**config.mk**
```make
export PLATFORM = sky130hd
export DESIGN_NAME = clk_div_gen_multi_flat
export DESIGN_NICKNAME = d
export VERILOG_FILES = /design/src/rtl/clk_div_gen_multi_if.sv /design/src/rtl/clk_div_gen_multi.sv /design/src/flat_wrapper.sv
export SDC_FILE = /design/constraint.sdc
export NUM_CORES = 1
export LEC_CHECK = 0
export BUFFER_PORTS_ARGS = -buffer_cell sky130_fd_sc_hd__clkbuf_2
export CORE_ASPECT_RATIO = 0.8
export CORE_MARGIN = 10
export CORE_UTILIZATION = 46
export CTS_CLUSTER_DIAMETER = 200
export CTS_CLUSTER_SIZE = 8
export DETAILED_ROUTE_END_ITERATION = 12
export REMOVE_ABC_BUFFERS = 1
export SYNTH_ARGS = -nofsm -noshare
export SYNTH_HDL_FRONTEND = slang
export SYNTH_SLANG_ARGS = --single-unit
```
**constraint.sdc**
```tcl
create_clock -name board_clk_i -period 4.7 [get_ports board_clk_i]
set_input_delay 0.47 -clock board_clk_i [delete_from_list [all_inputs] [get_ports board_clk_i]]
set_output_delay 0.47 -clock board_clk_i [all_outputs]
set_load 0.02 [all_outputs]
```
**src/rtl/clk_div_gen_multi_if.sv**
```systemverilog
// Bus bundle for clk_div_gen_multi.
// Defines the ratio request, handshake, divided clocks, strobes and lock status.
//   div_i      : requested ratios; channel k uses bits [k*CNT_W +: CNT_W]
//   div_load_i : single-cycle load request
//   div_busy_o : ratio update in progress
//   clk_o      : divided clocks, one per channel
//   clk_en_o   : one-cycle strobe per divided period
//   locked_o   : all channels stable at their current ratios
//   clk_gate_i : per-channel output gate (only when CLKDIV_GATE_EN is defined)
// The master modport is the requester/consumer; the slave modport is the divider.
interface clk_div_gen_multi_if #(
  parameter int unsigned NUM_CLK = 2,
  parameter int unsigned CNT_W   = 8
);
  logic [NUM_CLK*CNT_W-1:0] div_i;
  logic                     div_load_i;
  logic                     div_busy_o;
  logic [NUM_CLK-1:0]       clk_o;
  logic [NUM_CLK-1:0]       clk_en_o;
  logic                     locked_o;
`ifdef CLKDIV_GATE_EN
  logic [NUM_CLK-1:0]       clk_gate_i;

  modport master (
    output div_i, div_load_i, clk_gate_i,
    input  div_busy_o, clk_o, clk_en_o, locked_o
  );
  modport slave (
    input  div_i, div_load_i, clk_gate_i,
    output div_busy_o, clk_o, clk_en_o, locked_o
  );
`else
  modport master (
    output div_i, div_load_i,
    input  div_busy_o, clk_o, clk_en_o, locked_o
  );
  modport slave (
    input  div_i, div_load_i,
    output div_busy_o, clk_o, clk_en_o, locked_o
  );
`endif
endinterface

```
**src/rtl/clk_div_gen_multi.sv**
```systemverilog
// Multi-channel clock divider and lock generator.
// Produces NUM_CLK divided clocks and per-period enable strobes from board_clk_i.
// Each channel's ratio can be reprogrammed at runtime. A new ratio is adopted
// only at that channel's own wrap edge, so the output never shows a runt pulse.
// Ports:
//   board_clk_i : reference clock (all flops on its rising edge)
//   RESETn_i    : asynchronous active-low reset
//   bus         : clk_div_gen_multi_if slave (ratio load handshake, clk_o,
//                 clk_en_o, locked_o)
// Optional macro CLKDIV_GATE_EN adds bus.clk_gate_i. Each gate is sampled at
// that channel's wrap edge, so gating only ever removes whole periods.
module clk_div_gen_multi #(
  parameter int unsigned NUM_CLK     = 2,
  parameter int unsigned CNT_W       = 8,
  parameter int unsigned DIV_RESET   = 10,
  parameter int unsigned LOCK_CYCLES = 16
) (
  input  logic               board_clk_i,
  input  logic               RESETn_i,
  clk_div_gen_multi_if.slave bus
);

  localparam int unsigned      LCK_W       = (LOCK_CYCLES > 1) ? $clog2(LOCK_CYCLES) : 1;
  localparam logic [CNT_W-1:0] DIV_RST_EFF = (DIV_RESET < 2) ? CNT_W'(2) : CNT_W'(DIV_RESET);
  localparam logic [LCK_W-1:0] LOCK_LAST   = LCK_W'(LOCK_CYCLES - 1);

  typedef enum logic [1:0] {
    ST_LOCKING = 2'd0,
    ST_LOCKED  = 2'd1,
    ST_PENDING = 2'd2
  } state_t;

  // Ratios below 2 cannot form a high and a low phase, so they run as 2.
  function automatic logic [CNT_W-1:0] clamp_ratio(input logic [CNT_W-1:0] v);
    return (v < CNT_W'(2)) ? CNT_W'(2) : v;
  endfunction

  state_t             r_state;
  state_t             w_state_nxt;
  logic [LCK_W-1:0]   r_lock_cnt;
  logic [LCK_W-1:0]   w_lock_nxt;
  logic               r_busy;
  logic               r_locked;
  logic               w_busy_nxt;
  logic               w_locked_nxt;
  logic               w_accept;
  logic               w_all_adopted;

  logic [CNT_W-1:0]   r_cnt  [NUM_CLK];
  logic [CNT_W-1:0]   r_n    [NUM_CLK];
  logic [CNT_W-1:0]   r_pend [NUM_CLK];
  logic [NUM_CLK-1:0] r_adopted;
  logic [NUM_CLK-1:0] r_clk;
  logic [NUM_CLK-1:0] r_en;

  logic [CNT_W-1:0]   w_nxt   [NUM_CLK];
  logic [CNT_W-1:0]   w_n_new [NUM_CLK];
  logic [NUM_CLK-1:0] w_wrap;
  logic [NUM_CLK-1:0] w_adopt;
  logic [NUM_CLK-1:0] w_gate;
  logic [NUM_CLK-1:0] w_clk_d;
  logic [NUM_CLK-1:0] w_en_d;

`ifdef CLKDIV_GATE_EN
  logic [NUM_CLK-1:0] r_gate;
`endif

  // Loads are accepted only when no update is in flight.
  assign w_accept      = bus.div_load_i & ~r_busy;
  assign w_all_adopted = &r_adopted;

  assign bus.div_busy_o = r_busy;
  assign bus.locked_o   = r_locked;
  assign bus.clk_o      = r_clk;
  assign bus.clk_en_o   = r_en;

  // Per-channel counter next value, adoption decision and output next values.
  always_comb begin
    for (int k = 0; k < NUM_CLK; k++) begin
      w_wrap[k]  = (r_cnt[k] == (r_n[k] - CNT_W'(1)));
      w_nxt[k]   = w_wrap[k] ? '0 : (r_cnt[k] + CNT_W'(1));
      w_adopt[k] = w_wrap[k] && (r_state == ST_PENDING) && !r_adopted[k];
      // The adopting edge starts the first full period at the new ratio.
      w_n_new[k] = w_adopt[k] ? r_pend[k] : r_n[k];
`ifdef CLKDIV_GATE_EN
      // Gate value is captured only at the wrap edge so periods stay whole.
      w_gate[k]  = w_wrap[k] ? bus.clk_gate_i[k] : r_gate[k];
`else
      w_gate[k]  = 1'b1;
`endif
      w_clk_d[k] = w_gate[k] & (w_nxt[k] < (w_n_new[k] >> 1));
      w_en_d[k]  = w_gate[k] & (w_nxt[k] == (w_n_new[k] - CNT_W'(1)));
    end
  end

  // Lock/update FSM next-state and registered-output next values.
  always_comb begin
    w_state_nxt  = r_state;
    w_lock_nxt   = r_lock_cnt;
    w_busy_nxt   = 1'b0;
    w_locked_nxt = 1'b0;
    case (r_state)
      ST_LOCKING: begin
        if (w_accept) begin
          w_state_nxt = ST_PENDING;
          w_lock_nxt  = '0;
        end else if (r_lock_cnt == LOCK_LAST) begin
          w_state_nxt = ST_LOCKED;
        end else begin
          w_lock_nxt  = r_lock_cnt + LCK_W'(1);
        end
      end
      ST_LOCKED: begin
        if (w_accept) begin
          w_state_nxt = ST_PENDING;
          w_lock_nxt  = '0;
        end
      end
      ST_PENDING: begin
        w_lock_nxt = '0;
        if (w_all_adopted) begin
          w_state_nxt = ST_LOCKING;
        end
      end
      default: begin
        w_state_nxt = ST_LOCKING;
        w_lock_nxt  = '0;
      end
    endcase
    w_busy_nxt   = (w_state_nxt == ST_PENDING);
    w_locked_nxt = (w_state_nxt == ST_LOCKED);
  end

  // FSM state, lock counter and status outputs.
  always_ff @(posedge board_clk_i or negedge RESETn_i) begin
    if (!RESETn_i) begin
      r_state    <= ST_LOCKING;
      r_lock_cnt <= '0;
      r_busy     <= 1'b0;
      r_locked   <= 1'b0;
    end else begin
      r_state    <= w_state_nxt;
      r_lock_cnt <= w_lock_nxt;
      r_busy     <= w_busy_nxt;
      r_locked   <= w_locked_nxt;
    end
  end

  // Channel counters, active/pending ratios and divided outputs.
  always_ff @(posedge board_clk_i or negedge RESETn_i) begin
    if (!RESETn_i) begin
      for (int k = 0; k < NUM_CLK; k++) begin
        r_cnt[k]  <= '0;
        r_n[k]    <= DIV_RST_EFF;
        r_pend[k] <= DIV_RST_EFF;
      end
      r_adopted <= '0;
      r_clk     <= '0;
      r_en      <= '0;
    end else begin
      for (int k = 0; k < NUM_CLK; k++) begin
        r_cnt[k] <= w_nxt[k];
        r_n[k]   <= w_n_new[k];
        if (w_adopt[k]) begin
          r_adopted[k] <= 1'b1;
        end
        if (w_accept) begin
          r_pend[k] <= clamp_ratio(bus.div_i[k*CNT_W +: CNT_W]);
        end
      end
      // A fresh load re-arms adoption on every channel.
      if (w_accept) begin
        r_adopted <= '0;
      end
      r_clk <= w_clk_d;
      r_en  <= w_en_d;
    end
  end

`ifdef CLKDIV_GATE_EN
  // Gate registers: enabled out of reset, updated only on wrap edges.
  always_ff @(posedge board_clk_i or negedge RESETn_i) begin
    if (!RESETn_i) begin
      r_gate <= '1;
    end else begin
      r_gate <= w_gate;
    end
  end
`endif

endmodule

```
**src/flat_wrapper.sv**
```systemverilog
// flat-port wrapper written by rule: the top's interface ports become plain ports
module clk_div_gen_multi_flat 
#(
  parameter int unsigned NUM_CLK     = 2,
  parameter int unsigned CNT_W       = 8,
  parameter int unsigned DIV_RESET   = 10,
  parameter int unsigned LOCK_CYCLES = 16
)
  (board_clk_i, RESETn_i, bus_div_i, bus_div_load_i, bus_div_busy_o, bus_clk_o, bus_clk_en_o, bus_locked_o);
  clk_div_gen_multi_if #(.NUM_CLK(NUM_CLK), .CNT_W(CNT_W)) bus_i ();
  input  logic board_clk_i;
  input  logic RESETn_i;
  input wire logic [$bits(bus_i.div_i)-1:0] bus_div_i;
  input wire logic [$bits(bus_i.div_load_i)-1:0] bus_div_load_i;
  output wire logic [$bits(bus_i.div_busy_o)-1:0] bus_div_busy_o;
  output wire logic [$bits(bus_i.clk_o)-1:0] bus_clk_o;
  output wire logic [$bits(bus_i.clk_en_o)-1:0] bus_clk_en_o;
  output wire logic [$bits(bus_i.locked_o)-1:0] bus_locked_o;
  assign bus_i.div_i = bus_div_i;
  assign bus_i.div_load_i = bus_div_load_i;
  assign bus_div_busy_o = bus_i.div_busy_o;
  assign bus_clk_o = bus_i.clk_o;
  assign bus_clk_en_o = bus_i.clk_en_o;
  assign bus_locked_o = bus_i.locked_o;
  clk_div_gen_multi #(.NUM_CLK(NUM_CLK), .CNT_W(CNT_W), .DIV_RESET(DIV_RESET), .LOCK_CYCLES(LOCK_CYCLES)) u_core (.board_clk_i(board_clk_i), .RESETn_i(RESETn_i), .bus(bus_i));
endmodule
```
==> impl_results.md, run 1 <==
- Num CTS Buffers: 9
- Area of the multi-input gates: 2190 µm²
- Register Area: 1560 µm²
- Crit path time final: 4.16 ns
- Vias: 3138
- Remaining DRCs: 0
- Gr ovfl total: 0
- WP data arrival: 4.40 ns
- First-pass GRT wire length: 15.8 mm
- Fin cells: between 500 and 600
- Worst-skew pair later-pin latency: 0.35 ns
- CP Max Fanout: 7
- Routed Antenna Nets: 0
- Clock Sink Count: 62
- Register area share after synthesis: about two fifths
- Worst vdd ir: 0.185 mV
- Die area: 12700 µm²
- Setup crit end kind: flip-flop
- Antenna cells: 0
- Starting Density: a little under half
- Drt initial violations: 168
- DP Cell Count: 564
- Mean Syn Cell Area: 8.96 µm²
- Via density: ~5.4
- RePlAce Congestion: 0.865
- Largest net degree at the start of global routing: 63
- Worst Tran Pin Value: 0.799 ns
- Row cnt: 30
- Hold Fails Final Rpt: 0
- TritonCTS clock tree: yes
- Post-CTS Setup Inserts: 0
- Clock Path Buffers: 2
- Leak: 2.01 nW
- Area leader, netlist: dfrtp_1
- Async SR Flop Fraction: 100%
- Share of post-route cells with drive strength above 1: 13.9%
- RSZ-0062 raised after global routing: false
- Cell Pwr Density: 311 nW/µm²
- Maximum clock frequency: 0.240 GHz
- Main area contributors after synthesis: dfrtp_1 (34%), ha_1 (6.0%), dfstp_2 (5.3%), xnor2_1 (5.3%), nand2_1 (5.2%)
- Startpoint type of the worst setup path: flip-flop
- Routed Wire Length: 9.35 mm
- Yosys warns: 0
- NumNets Final: roughly 500
- Netlist cell types: 62
- Post-synth EDFFs: 0
- Setup crit start: u_core.r_n[8]
- R2r startpoint: u_core.r_n[8]
- Syn Inst Count: approximately 440
- Port Buffers: 24
- Core Footprint: ~8400 µm²
- Synthesized area: between 3000 and 4000 µm²
- #FFs+latches synth: 62
- Hpwl dp: between 7 and 8 mm
- Worst Skew: ~0.014 ns
- Worst min path class: in -> async
- Die X: 123 µm
- Post-synth top flop: dfrtp_1
- Max capacitance violation total: 0
- Global-route usage over all layers: 15.8%
- Htree depth: 3
- Initial antenna violation count: 0
- TNS Setup: 0 ns
- CP Class: reg -> reg
- # setup viols final: 0
- Area growth syn-to-layout: 10.6%
- Post-synth top area share: 34.3%
- Ports: 25
- Drt pass-1 iters: 5
- Fin. max-slew vios: 0
- Die height: ~100 µm
- CP required: about 5 ns
- Tcrit/Tclk final: 88.5%
- Run status: finished clean
- Root buf cell: clkbuf_8
- Fillcell total: 828
- Clock-pin transition on the worst setup and hold timing paths: 0.07 ns
- Worst slew margin: between 40% and 50%
- Post-cts resize count: 0
- Number of global-route vias before repair: 3069
- Wire per inst: 16.1 µm
- Hold_buf cts: 0
critical path: stages, from the launching register on:
cell and delay [ns]:
dfrtp_1 0.45, or4_4 0.57, o21a_1 0.22, or2_1 0.27
o311a_4 0.34, or3_1 0.44, a21boi_0 0.31, ha_1 0.27
nand2_1 0.08, and2_1 0.18, nor2_1 0.08, nor2_1 0.05
a211o_1 0.27, mux2i_1 0.13, a21oi_1 0.06, a2111oi_2 0.34
kinds of logic (layout without fill, tap and decap cells):
| family | after synthesis | after routing | synth area share [%] |
|---|---|---|---|
| DFF | 62 | 62 | 39.7 |
| and+or+nand+nor | 183 | 183 | 23.9 |
| xor gates and xnor gates | 42 | 42 | 9.35 |
| AOI/OAI and AO/OA | 67 | 67 | 11.7 |
| muxes | 18 | 18 | 4.64 |
| adders and majority gates | 19 | 19 | 6.04 |
| buffers and inverters | 48 | 76 | 4.67 |
metrics by stage:
stage               hold slack (ns)  power [mW]  instance area (µm²)  worst slack, ns  util, %
floorplan                     0.174       0.840                 3860            0.770        -
global placement              0.463       0.931                 4180            0.740     49.7
detailed placement            0.475       0.935                 4180            0.607     49.7
CTS                           0.297        1.37                 4350            0.572     51.7
global route                  0.312        1.43                 4350            0.276     51.7
finish                        0.290        1.35                 4350            0.539     51.7
registers in the layout (all words and copies together), names as in the netlist, 2 cells and up:
| name | cells |
|---|---|
| u_core.r_lock_cnt | 4 |
| u_core.bus.clk_en_o | 2 |
| u_core.r_n | 16 |
| u_core.r_pend | 16 |
| u_core.r_adopted | 2 |
| u_core.r_cnt | 16 |
| u_core.r_state | 2 |
| u_core.bus.clk_o | 2 |
layer usage:
layer  GRT usage [%]  part of all wire [%]  vias up
li1                -                     -     1569
met1            23.4                    53     1492
met2            21.5                    40       70
met3            4.71                   5.4        7
met4            4.02                  0.97        0
met5               0                     0        -
area by class of cell:
type	instances	area share (%)
timing repair buffer	31	3.97
sequential	62	35.9
tap	112	3.22
clock inverter	4	0.748
clock buffer	11	3.25
inverter	30	2.59
multi-input combinational	329	50.3
path summary, 6_finish.rpt:
kind / end / slack, ns / depth (start not counted)
worst max-delay path: u_core.bus.clk_en_o[0] / 0.54 / 15
worst min-delay path: u_core.r_cnt[11] / 0.29 / 2
worst max register to register: u_core.bus.clk_en_o[0] / 0.54 / 15
worst min register to register: u_core.r_pend[7] / 0.50 / 2
max in group asynchronous: u_core.r_pend[14] / 3.87 / 2
min in group board_clk_i: u_core.r_pend[11] / 0.31 / 3
power breakdown:
part	internal, mW	switching (mW)
sequential	0.621	0.0862
combinational	0.0867	0.130
clock	0.206	0.222
total	0.913	0.438
cell usage after synthesis, types with 2 or more instances:
cell,number
nand2_1,55
dfrtp_1,54
nor2_1,39
inv_1,30
xnor2_1,24
a21oi_1,19
ha_1,19
xor2_1,18
mux2i_1,16
clkbuf_1,15
nor3_1,14
nand3_1,12
o21ai_0,11
nor2b_1,10
dfstp_2,8
nand4_1,7
nor4_1,7
nand2b_1,6
a31oi_1,5
or3_1,5
nand3b_1,4
a21boi_0,3
a21o_1,3
and3_1,3
buf_2,3
o211ai_1,3
or2_2,3
or4_1,3
and2_1,2
mux2_2,2
o21a_1,2
o22a_1,2
o2bb2ai_1,2
o41ai_1,2
cell usage in the layout, fill, tap and decap left out, types with 3 or more instances in the layout:
cell       n
a21boi_0   3
a21o_1     3
a21oi_1   19
a31oi_1    5
and3_1     3
buf_4      7
clkbuf_2  23
clkbuf_8  10
dfrtp_1   54
dfstp_2    8
ha_1      19
inv_1     30
mux2i_1   16
nand2_1   55
nand2b_1   6
nand3_1   12
nand3b_1   4
nand4_1    7
nor2_1    39
nor2b_1   10
nor3_1    14
nor4_1     7
o211ai_1   3
o21ai_0   11
or2_2      3
or3_1      5
or4_1      3
xnor2_1   24
xor2_1    18
Note: power is estimated with default switching activity, not from simulation.
==> inputs of run 2 (changes only) <==
- ABC_AREA: not set -> 1
- CTS_BUF_LIST: not set -> sky130_fd_sc_hd__clkbuf_8
==> run 2 against run 1 <==
Compared with the run above: global-route usage is 0.25 points higher; setup slack better by 0.86 ns; clock skew is 0.0017 ns lower; fmax is 26% higher; via count is 22% higher; utilization is 0.75 points higher; clock power is 29% higher; combinational power is 13% lower; largest cell class unchanged.
==> impl_results.md, run 2 <==
- Root buf cell: clkbuf_8
- Min Hold Slack: 0.297 ns (+0.00688 ns)
- Area leader, netlist: dfrtp_1
- Crit. path cell count: 21 (+6)
- Post-CTS Setup Inserts: 0 (unchanged)
- CP Class: reg -> reg
- Commonest cells in the synthesized netlist: nand2_1 (178), inv_1 (82), nand3_1 (57)
- Routed Wire Length: 10.7 mm (+14%)
- Most numerous cell in the Yosys netlist: nand2_1
- Post-cts resize count: 0 (unchanged)
- Worst vdd ir: 0.205 mV (+11%)
- Share of post-route cells with drive strength above 1: 16.8% (+2.9 points)
- CP Max Fanout: 16 (+9)
- Final worst slack: 1.39 ns (+0.855 ns)
- TNS Setup: 0 ns (unchanged)
- Antenna cells: 0 (unchanged)
- Top cell by count, worst path: nand2_1
- DP Cell Count: 742 (+32%)
- Remaining DRCs: 0 (unchanged)
- Worst min path class: in -> async
- Hold_buf cts: 0 (unchanged)
- Vias: 3819 (+22%)
- CP required: 4.98 ns (+0.05 ns)
- Hpwl dp: 8.39 mm (+19%)
- # setup viols final: 0 (unchanged)
- Slowest stage cell on the critical path: dfstp_2
- Post-synth top area share: 31.1% (-3.3 points)
- Area growth syn-to-layout: 10.5% (about the same)
- CP top delay family: simple AND/OR/NAND/NOR gates
- Pre-CTS WS: 1.41 ns (+0.798 ns)
- Gr ovfl total: 0 (unchanged)
- Fin. max-slew vios: 0 (unchanged)
- Routed Antenna Nets: 0 (unchanged)
- Netlist cell types: 40 (-35%)
- Worst slew margin: 47.3% (+0.54 points)
- Row cnt: 31 (+3.3%)
- Largest net degree at the start of global routing: 63 (unchanged)
- Biggest regs: u_core.r_cnt: 16 flops, u_core.r_n: 16 flops, u_core.r_pend: 16 flops
- Max capacitance violation total: 0 (unchanged)
- Startpoint type of the worst setup path: flip-flop
- Post-synth EDFFs: 0 (unchanged)
- Clock Path Buffers: 2 (unchanged)
- RSZ-0062 raised after global routing: false
- Port Buffers: 24 (unchanged)
- Run status: finished clean
- Die area: 13800 µm² (+8.6%)
- Ports: 25 (unchanged)
- Setup crit end kind: flip-flop
- Drt pass-1 iters: 5 (unchanged)
- Syn Inst Count: 609 (+39%)
- Htree depth: 3 (unchanged)
- Util after Layout: 52.5% (+0.75 points)
- Tcrit/Tclk final: 70.3% (-18 points)
- Cell Pwr Density: 291 nW/µm² (-6.3%)
- TritonCTS clock tree: yes
- Via density: 5.04 (-7.0%)
- Main area contributors after synthesis: dfrtp_1 (31%), nand2_1 (15%), inv_1 (7.1%), nand3_1 (6.6%), ha_1 (5.5%)
- #FFs+latches synth: 62 (unchanged)
- Yosys warns: 0 (unchanged)
- NumNets Final: 676 (+35%)
- Die height: 107 µm (+4.1%)
- Initial antenna violation count: 0 (unchanged)
- Global-route usage over all layers: 16.0% (+0.25 points)
- Placed Area: 4570 µm² (+9.4%)
- WP data arrival: 3.59 ns (-0.81 ns)
- Crit-path max cell delay: 0.51 ns (-0.06 ns)
- Register area share after synthesis: 35.9% (-3.8 points)
- Fin cells: 758 (+31%)
- Clock Sink Count: 62 (unchanged)
- Synthesized area: 4350 µm² (+10%)
- Num CTS Buffers: 9 (unchanged)
- Core Footprint: 9150 µm² (+8.9%)
- Total design power: 1.40 mW (+3.5%)
- Worst Skew: 0.0128 ns (-0.00174 ns)
- CP Buf/Inv Count: 1 (+1)
- Commonest non-fill, non-tap cells in the layout: nand2_1 (178), inv_1 (83), nand3_1 (57), nor2_1 (54), dfrtp_1 (54)
- Die X: 129 µm (+4.3%)
- First-pass GRT wire length: 17.7 mm (+12%)
- Commonest non-fill, non-tap cell in the layout: nand2_1
- Worst Tran Pin Value: 0.791 ns (-0.00806 ns)
- Wire per inst: 14.1 µm (-13%)
- Async SR Flop Fraction: 100% (unchanged)
- Maximum clock frequency: 0.303 GHz (+26%)
- Clock-pin transition on the worst setup and hold timing paths: 0.07 ns (about the same)
- Starting Density: 47.5% (+0.68 points)
- Crit path time final: 3.31 ns (-0.855 ns)
- Crit-path cells: inv_1, ha_1, or2_1, nand2_1, nand2_1, nand2_1, nand2_1, nor2_1, nand3_2, nor2_8, nand3_4, nand2_1, nand2_2, ha_1, xor2_1, nand3_1, nor2_1, nand3_1, nor2_1, nand2_1, nor2_1
- Mean Syn Cell Area: 7.14 µm² (-20%)
- Drt initial violations: 274 (+63%)
- Worst-skew pair later-pin latency: 0.34 ns (about the same)
- RePlAce Congestion: 0.853 (-1.4%)
- Leak: 2.65 nW (+32%)
- FF-to-FF path depth: 21 (+6)
- Number of global-route vias before repair: 3565 (+16%)
- Cell area after layout: 4800 µm² (+10%)
- Post-synth top flop: dfrtp_1
- Hold Fails Final Rpt: 0 (unchanged)
## run 2: logic make-up (layout without fill, tap and decap cells)
logic type / Yosys count / count (layout) / synth area share [%]
buf+inv: 106 / 140 / 9.84
fa+ha+maj: 19 / 19 / 5.47
compound gates: 46 / 46 / 5.81
xor+xnor: 20 / 20 / 4.35
flops: 62 / 62 / 35.9
simple gates: 356 / 356 / 38.6
## run 2: final timing paths
kind	from	to	slack, ns
hold / removal	RESETn_i	u_core.r_lock_cnt[2]	0.30
max in group asynchronous	RESETn_i	u_core.r_n[2]	3.89
hold reg to reg	u_core.r_pend[1]	u_core.r_pend[1]	0.52
setup reg to reg	u_core.r_n[9]	u_core.bus.clk_en_o[0]	1.39
min in group board_clk_i	bus_div_i[14]	u_core.r_pend[6]	0.35
setup / recovery	u_core.r_n[9]	u_core.bus.clk_en_o[0]	1.39
## run 2: power by group
part	leakage [nW]	switching (mW)	internal (mW)
Combinational	1.75	0.134	0.0534
Sequential	0.781	0.0408	0.619
Clock	0.124	0.211	0.340
## run 2: final cells by class
type,instances,area [µm²]
fillers,904,4350
multi-input cells,441,2360
flip-flops and latches,62,1560
inverters,97,365
clock buffers,12,165
well taps,115,144
repair buffers,27,143
clock inverters,4,68.8
## run 2: layer usage
| metal | vias to the layer above | wire length (µm) | track usage, % |
|---|---|---|---|
| li1 | 1992 | - | - |
| met1 | 1729 | 5910 | 25.5 |
| met2 | 90 | 4140 | 20.9 |
| met3 | 8 | 554 | 3.15 |
| met4 | 0 | 80 | 4.13 |
| met5 | - | 0 | 0 |
